===== src/rtl/mul_div_unit.sv =====
// Iterative MULT/MULTU/DIV/DIVU unit for the EXE stage: shift-add multiply and restoring divide.
// Define MDU_FAST_MULT_EN to replace the iterative multiply with a single-cycle array multiplier.
module mul_div_unit #(
    parameter int WIDTH = 32,
    parameter int CNT_W = 6
) (
    input  logic             clk,
    input  logic             rst,
    input  logic             start,
    input  logic [1:0]       op,
    input  logic [WIDTH-1:0] a,
    input  logic [WIDTH-1:0] b,
    input  logic             flush,
    output logic             busy,
    output logic             done,
    output logic [WIDTH-1:0] hi,
    output logic [WIDTH-1:0] lo
);

    typedef enum logic [1:0] {
        S_IDLE,
        S_CALC,
        S_FIX,
        S_DONE
    } state_t;

    state_t               r_state;
    logic [CNT_W-1:0]     r_cnt;
    logic [2*WIDTH-1:0]   r_acc;    // multiply: {partial, multiplier}; divide: {rem, quot}
    logic [WIDTH-1:0]     r_opnd;   // multiplicand or divisor magnitude
    logic [1:0]           r_op;
    logic                 r_neg_q;
    logic                 r_neg_r;
    logic                 r_busy;
    logic                 r_done;
    logic [WIDTH-1:0]     r_hi;
    logic [WIDTH-1:0]     r_lo;

    logic [WIDTH-1:0]     w_mag_a;
    logic [WIDTH-1:0]     w_mag_b;
    logic [WIDTH:0]       w_mul_sum;
    logic [2*WIDTH-1:0]   w_mul_next;
    logic [WIDTH:0]       w_rem_sh;
    logic [WIDTH-1:0]     w_trial;
    logic                 w_borrow;
    logic [2*WIDTH-1:0]   w_div_next;
    logic [WIDTH-1:0]     w_quot;
    logic [WIDTH-1:0]     w_rem;
    logic [2*WIDTH-1:0]   w_fix_result;
    logic                 w_last_iter;
`ifdef MDU_FAST_MULT_EN
    logic [2*WIDTH-1:0]   w_fast_prod;
`endif

    assign w_mag_a = (op[0] && a[WIDTH-1]) ? -a : a;
    assign w_mag_b = (op[0] && b[WIDTH-1]) ? -b : b;

`ifdef MDU_FAST_MULT_EN
    assign w_fast_prod = {{WIDTH{1'b0}}, w_mag_a} * {{WIDTH{1'b0}}, w_mag_b};
`endif

    // Shift-add step: add multiplicand into the upper half when the multiplier LSB is set, then shift right.
    assign w_mul_sum  = {1'b0, r_acc[2*WIDTH-1:WIDTH]} + (r_acc[0] ? {1'b0, r_opnd} : '0);
    assign w_mul_next = {w_mul_sum, r_acc[WIDTH-1:1]};

    // Restoring step: the shifted remainder is one bit wider than the divisor, so compare at WIDTH+1.
    assign w_rem_sh   = r_acc[2*WIDTH-1:WIDTH-1];
    assign w_borrow   = (w_rem_sh < {1'b0, r_opnd});
    assign w_trial    = w_rem_sh[WIDTH-1:0] - r_opnd;
    assign w_div_next = w_borrow ? {r_acc[2*WIDTH-2:0], 1'b0}
                                 : {w_trial, r_acc[WIDTH-2:0], 1'b1};

    assign w_last_iter = (r_cnt == CNT_W'(WIDTH - 1));
    assign w_quot      = r_acc[WIDTH-1:0];
    assign w_rem       = r_acc[2*WIDTH-1:WIDTH];

    // NOTE: every output of this block gets a default first so no latch is inferred.
    always_comb begin
        w_fix_result = r_acc;
        if (r_op[1]) begin
            if (r_opnd != '0) begin
                w_fix_result[WIDTH-1:0]       = (r_op[0] && r_neg_q) ? -w_quot : w_quot;
                w_fix_result[2*WIDTH-1:WIDTH] = (r_op[0] && r_neg_r) ? -w_rem  : w_rem;
            end
        end else if (r_op[0] && r_neg_q) begin
            w_fix_result = -r_acc;
        end
    end

    // NOTE: all state updates use non-blocking assignments so every register sees pre-edge values.
    always_ff @(posedge clk) begin
        if (!rst) begin
            r_state <= S_IDLE;
            r_cnt   <= '0;
            r_acc   <= '0;
            r_opnd  <= '0;
            r_op    <= '0;
            r_neg_q <= 1'b0;
            r_neg_r <= 1'b0;
            r_busy  <= 1'b0;
            r_done  <= 1'b0;
            r_hi    <= '0;
            r_lo    <= '0;
        end else if (flush && (r_state != S_IDLE)) begin
            r_state <= S_IDLE;
            r_cnt   <= '0;
            r_busy  <= 1'b0;
            r_done  <= 1'b0;
        end else begin
            case (r_state)
                S_IDLE: begin
                    r_done <= 1'b0;
                    r_busy <= 1'b0;
                    if (start && !flush) begin
                        r_op    <= op;
                        r_neg_q <= op[0] & (a[WIDTH-1] ^ b[WIDTH-1]);
                        r_neg_r <= op[0] & a[WIDTH-1];
                        r_cnt   <= '0;
                        r_busy  <= 1'b1;
                        if (op[1]) begin
                            r_opnd  <= w_mag_b;
                            r_acc   <= {{WIDTH{1'b0}}, w_mag_a};
                            r_state <= S_CALC;
                        end else begin
`ifdef MDU_FAST_MULT_EN
                            r_opnd  <= w_mag_a;
                            r_acc   <= w_fast_prod;
                            r_state <= S_FIX;
`else
                            r_opnd  <= w_mag_a;
                            r_acc   <= {{WIDTH{1'b0}}, w_mag_b};
                            r_state <= S_CALC;
`endif
                        end
                    end
                end
                S_CALC: begin
                    r_acc <= r_op[1] ? w_div_next : w_mul_next;
                    r_cnt <= r_cnt + CNT_W'(1);
                    if (w_last_iter) begin
                        r_state <= S_FIX;
                    end
                end
                S_FIX: begin
                    r_hi    <= w_fix_result[2*WIDTH-1:WIDTH];
                    r_lo    <= w_fix_result[WIDTH-1:0];
                    r_busy  <= 1'b0;
                    r_done  <= 1'b1;
                    r_state <= S_DONE;
                end
                S_DONE: begin
                    r_done  <= 1'b0;
                    r_state <= S_IDLE;
                end
                default: begin
                    r_busy  <= 1'b0;
                    r_done  <= 1'b0;
                    r_state <= S_IDLE;
                end
            endcase
        end
    end

    assign busy = r_busy;
    assign done = r_done;
    assign hi   = r_hi;
    assign lo   = r_lo;

endmodule


===== config.mk =====
export PLATFORM = sky130hd
export DESIGN_NAME = mul_div_unit
export DESIGN_NICKNAME = d
export VERILOG_FILES = /design/src/rtl/mul_div_unit.sv
export SDC_FILE = /design/constraint.sdc
export NUM_CORES = 1
export LEC_CHECK = 0
export CORE_MARGIN = 2
export CORE_UTILIZATION = 64
export DETAILED_ROUTE_END_ITERATION = 7
export GPL_TIMING_DRIVEN = 1
export PLACE_DENSITY = 0.88
export SLEW_MARGIN = 20
export SYNTH_ARGS = -nofsm -noshare
export SYNTH_HDL_FRONTEND = slang
export SYNTH_SLANG_ARGS = --single-unit

===== constraint.sdc =====
create_clock -name clk -period 9.45 [get_ports clk]
set_clock_uncertainty 0.05 [all_clocks]
set_input_delay 0.945 -clock clk [delete_from_list [all_inputs] [get_ports clk]]
set_output_delay 0.945 -clock clk [all_outputs]
set_load 0.02 [all_outputs]

==> results of run 1 <==
-- tightest hold or removal path, cell delays in order, from the launching register on --
cell     delay, ns
dfxtp_1       0.32
nand2_1       0.05
a21oi_1       0.05
-- layer usage --
metal | global-route usage | wire, um
met5 | 0 | 0
met4 | 0.171 | 2160
met3 | 0.0865 | 4850
met2 | 0.592 | 20500
met1 | 0.510 | 19000
-- power by group through the flow --
stage | combinational, mW | clock, mW | sequential (mW)
2_1_floorplan | 0.803 | 0 | 0.950
3_3_place_gp | 1.13 | 0 | 0.946
3_5_place_dp | 1.16 | 0 | 0.950
4_1_cts | 1.17 | 0.721 | 0.934
5_1_grt | 1.29 | 0.757 | 0.950
6_report | 1.19 | 0.727 | 0.943
-- metrics by stage --
step                      power (mW)  cells
after floorplan                 1.75   1898
after detailed placement        2.11   2207
final                           2.86   2239
after global placement          2.08   2207
after global routing            2.99   2239
after CTS                       2.82   2239
-- state kept, by name, summed over array words and instances, names as in the netlist --
name,count
r_op,2
r_opnd,32
lo,32
r_acc,64
r_state,2
done,1
hi,32
busy,1
r_cnt,6
r_neg_r,1
r_neg_q,1
-- layout by cell type, fill, tap and decap left out, types with 13 or more instances in the layout --
master,count
or3_1,19
a22o_1,22
clkdlybuf4s50_1,134
nand2_1,158
ha_1,72
or4_1,13
nor3_1,41
xor2_1,66
a22oi_1,19
mux2i_1,29
a211oi_1,81
a21oi_1,190
clkbuf_16,17
xnor2_1,105
nor4_1,20
nand4_1,14
a21o_1,30
buf_4,13
nor2_1,201
o21ai_0,137
inv_1,70
dfxtp_1,173
o31ai_1,20
mux2_2,28
a31oi_1,15
and2_1,13
nand3_1,42
o211ai_1,25
-- kinds of logic after synthesis --
logic type,share of synthesized area
AO/OA/AOI/OAI,0.287
AND/OR/NAND/NOR,0.201
buffers and inverters,0.0522
flip-flops,0.245
XOR/XNOR,0.105
adder cells (fa/ha/maj),0.0671
multiplexers,0.0426
-- layout make-up --
type,instances,area [um2],share of cell area
sequential,174,3480,0.215
clock buffer,18,439,0.0272
clock inverter,14,160,0.00990
inverter,71,267,0.0165
tap,280,350,0.0217
timing repair buffer,148,1440,0.0893
multi-input combinational,1534,10000,0.620
-- final timing paths --
| check | start | to | slack (ns) | cells past startpoint |
|---|---|---|---|---|
| hold reg to reg | hi[29] | hi[29] | 0.41 | 2 |
| setup / recovery | r_acc[42] | r_acc[0] | 5.25 | 11 |
| hold / removal | hi[29] | hi[29] | 0.41 | 2 |
| setup reg to reg | r_acc[42] | r_acc[0] | 5.25 | 11 |
==> results.ini, run 1 <==
[logic_synthesis]
ys_types = 81
synth_ff_type = dfxtp_1
synth_most_common_cell = nor2_1
ys_ff_latch = 174
yosys.area.top_type_share = 0.245
ys_top_cells_by_area = dfxtp_1, a21oi_1, xnor2_1
synth.cells.most_frequent = nor2_1, a21oi_1, dfxtp_1, nand2_1, o21ai_0
ys_seq_area_frac = 0.245
syn_area_per_cell_um2 = 7.49
syn_nets = 2043
synth_edf_count = 0
synth.cell_area_um2 = 14200
synthArstFlopShare = 0
netlist_instances = 1898
post-synth-top-area-cell = dfxtp_1
yosys_warnings = 0

[cts]
clockBufferDepth = 2
cts_buffers = 17
cts.htree.levels = 4
insertion_delay_ns = 0.46
clkTransAtPathRegs_ns = 0.08
clockRootBuffer = clkbuf_16
cts_resized = 0
cts_tree = built
hold_buffers = 0
cts_setup_buffers = 0
clock-sinks = 174

[grt]
gr-total-overflow = 0
grt.total_usage = 0.382
grt_max_degree = 87
antenna_found_initial = 1
grt_pass1_vias = 14000
grt_pass1_wl_um = 72900

[timing]
fin_setup_tns_ns = 0
rsz0062_at_grt = false
hold_ws_ns = 0.414
finalHoldViolCount = 0
fin_ws_ns = 5.25
finalSetupViolCount = 0
fin_crit_ns = 4.20
maxSlewHeadroom = 0.281
slew_violations = 0
fmax_ghz = 0.238
fin_crit_sh = 0.444
tightest_slew_ns = 1.08

[floorplan]
io_pins = 136
chipWidth_um = 153
core_um2 = 21800
rows = 54
chipHeight_um = 153
initial_core_util = 0.651
die_area_um2 = 23400

[worst_setup_path]
cpMaxStageDelayCell = o311ai_4
criticalPathCategory = flop to flop
path_delay_family = compound AO/OA/AOI/OAI gates
cp_cell_sequence = ha_1 > nand4_1 > or3_1 > a211oi_1 > nor3_1 > o311ai_4 > buf_4 > nand2_1 > o21ai_0 > a21oi_1 > a211oi_1
cp_max_fo = 28
cp.required_ns = 9.76
path_buf_inv = 1
worstPathArrival_ns = 4.50
crit_top_cell = a211oi_1
worstSetupStartpointType = flop
cpPeakStageDelay_ns = 0.74
crit_path_end_kind = flop

[drt]
routed_wl_um = 46400
drcViolationCount = 0
vias = 15100
viasPerCell = 6.73
wl_per_cell_um = 20.7
final_antenna_net_count = 0
dr.first_iter.drc_count = 1607
dr.pass1.iters = 6

[power]
p_leak_nw = 6.15
clkPwrFrac = 0.254
ir_drop_uv = 203
p_per_area_nw_per_um2 = 177
combPwrFrac = 0.416
seq_power_share = 0.330
swShare = 0.423
switchingPower_mw = 1.21
p_int_mw = 1.65

[flow_run]
drv_cap = 0

[place]
place_ws_ns = 5.30
post_dp_cell_area_um2 = 15600
gp_congestion = 1.01
hpwl_um = 34500
port_buffers = 135

[layout]
n_antenna_cell = 0
drive_above_1_share = 0.0623
post-route-util = 0.741
fin_nets = 2091
area_delta_synth_final_pct = 13.7
fillCellCount = 1731
final_cell_area_um2 = 16200

[run_status]
status = finished, final reports clean

[min_path]
hold_path.class = flop to flop

(Power assumes the default switching activity.)
==> run 2, diff against run 1 <==
CORE_UTILIZATION = 59   (was 64)
PLACE_DENSITY = 0.82   (was 0.88)
clock period = 3.9 ns   (was 9.45 ns; I/O delays follow)
==> run 2 against run 1 <==
  * Largest cell class unchanged
  * Critical path type unchanged
  * Combinational power rose to 2.6 times the previous value
  * Cell count rose by 3.9%
  * Hold slack improved by 0.0042 ns
  * Largest power group unchanged
==> results.ini, run 2 (same netlist as run 1, synthesis figures left out) <==
[timing]
fin_setup_tns_ns = 0
fin_crit_sh = 0.910
maxSlewHeadroom = 0.434
fin_crit_ns = 3.55
rsz0062_at_grt = false
fmax_ghz = 0.282
tightest_slew_ns = 0.849
finalSetupViolCount = 0
slew_violations = 0
finalHoldViolCount = 0

[cts]
insertion_delay_ns = 0.45
cts_tree = built
hold_buffers = 0
clkTransAtPathRegs_ns = 0.07
cts_buffers = 17
cts_setup_buffers = 0
cts.htree.levels = 4
cts_resized = 0
clockRootBuffer = clkbuf_16
clockBufferDepth = 2
clock-sinks = 174

[floorplan]
initial_core_util = 0.604
io_pins = 136
die_area_um2 = 25400
rows = 56
chipWidth_um = 159
chipHeight_um = 159
core_um2 = 23500

[layout]
fin_nets = 2139
ff_latch_area_um2 = 3480
layout_common_cells = nor2_1, a21oi_1, dfxtp_1
multi_input_area_um2 = 10000
drive_above_1_share = 0.0827
area_delta_synth_final_pct = 17.0
final_cells = 2326
n_antenna_cell = 0
fillCellCount = 1979
regMostFlops = r_acc
final_common_cell = nor2_1
largest_register_ffs = 64

[power]
ir_drop_uv = 598
clkPwrFrac = 0.256
swShare = 0.417
p_per_area_nw_per_um2 = 428
switchingPower_mw = 2.96
seq_power_share = 0.315
p_leak_nw = 6.42
combPwrFrac = 0.429
p_int_mw = 4.14

[worst_setup_path]
reg2reg_to = r_acc[58]
criticalPathCategory = flop to flop
path_delay_family = compound AO/OA/AOI/OAI gates
cpMaxStageDelayCell = fa_1
worstSetupStartpointType = flop
cp_max_fo = 5
crit_top_cell = a21oi_1
path_buf_inv = 2
cp_cell_sequence = inv_1 > ha_1 > inv_1 > fa_1 > a211oi_1 > o21bai_1 > a21o_1 > a41o_1 > a21oi_1 > a21oi_1 > or3_1 > a21oi_1 > o21ai_0
cpPeakStageDelay_ns = 0.43
worstPathArrival_ns = 3.82
reg2reg_slack_ns = 0.35
rr_worst_depth = 13
cp.required_ns = 4.17
rr_startpoint = r_acc[31]
crit_path_end_kind = flop

[min_path]
hold_end = hi[29]
hp-start = hi[29]
worstHoldPathCells = 2
hold_path.class = flop to flop

[flow_run]
drv_cap = 0

[drt]
wl_per_cell_um = 20.5
vias = 15000
dr.pass1.iters = 6
dr.first_iter.drc_count = 1516
final_antenna_net_count = 0
routed_wl_um = 47700
drcViolationCount = 0
viasPerCell = 6.47

[run_status]
status = finished, final reports clean

[place]
gp_congestion = 1.00
port_buffers = 135
dpl.cell_count = 2294
hpwl_um = 36500

[grt]
antenna_found_initial = 1
grt_pass1_vias = 14000
gr-total-overflow = 0
grt_pass1_wl_um = 74400
grt.total_usage = 0.363
grt_max_degree = 86

-- run 2: worst register-to-register path: stages, from the launching register on --
cell      delay (ns)
dfxtp_1         0.36
inv_1           0.21
ha_1            0.23
inv_1           0.07
fa_1            0.43
a211oi_1        0.30
o21bai_1        0.16
a21o_1          0.21
a41o_1          0.29
a21oi_1         0.33
a21oi_1         0.20
or3_1           0.34
a21oi_1         0.14
o21ai_0         0.11
-- run 2: worst max path at each step --
stage                     startpoint        end  slack, ns  cells past startpoint
after floorplan             r_acc[0]  r_acc[60]       0.91                     14
after global placement          a[0]  r_acc[16]       0.44                     12
after detailed placement        a[0]  r_acc[16]       0.33                     12
after CTS                  r_acc[31]  r_acc[58]       0.45                     13
after global routing        r_acc[0]  r_acc[57]       0.13                     13
final                      r_acc[31]  r_acc[58]       0.35                     13
-- run 2: power groups by stage --
| stage | combinational, mW | clock (mW) | sequential (mW) |
|---|---|---|---|
| 6_report | 3.05 | 1.82 | 2.24 |
| 3_3_place_gp | 2.92 | 0 | 2.25 |
| 5_1_grt | 3.29 | 1.89 | 2.26 |
| 3_5_place_dp | 2.97 | 0 | 2.26 |
| 4_1_cts | 2.99 | 1.82 | 2.22 |
| 2_1_floorplan | 1.95 | 0 | 2.30 |
-- run 2: cell type report --
cell class	count	share of cell area
Multi-Input combinational cell	1534	0.602
Inverter	71	0.0160
Timing Repair Buffer	196	0.111
Clock inverter	14	0.0111
Clock buffer	18	0.0264
Tap cell	319	0.0240
Sequential cell	174	0.210
-- run 2: through the flow --
step	hold slack (ns)	cell area, um2	worst slack (ns)	total power, mW	utilization
6_report	0.418	16600	0.352	7.11	0.706
3_3_place_gp	0.398	16000	0.444	5.17	0.680
2_1_floorplan	0.382	14200	0.914	4.25	-
3_5_place_dp	0.407	16000	0.333	5.23	0.680
5_1_grt	0.441	16600	0.126	7.44	0.706
4_1_cts	0.417	16600	0.450	7.03	0.706
-- run 2: metal layers --
metal	share of wire	vias to the layer above	global-route usage
li1	-	7096	-
met1	0.42	7052	0.485
met2	0.45	771	0.584
met3	0.096	124	0.0690
met4	0.035	0	0.138
met5	0	-	0
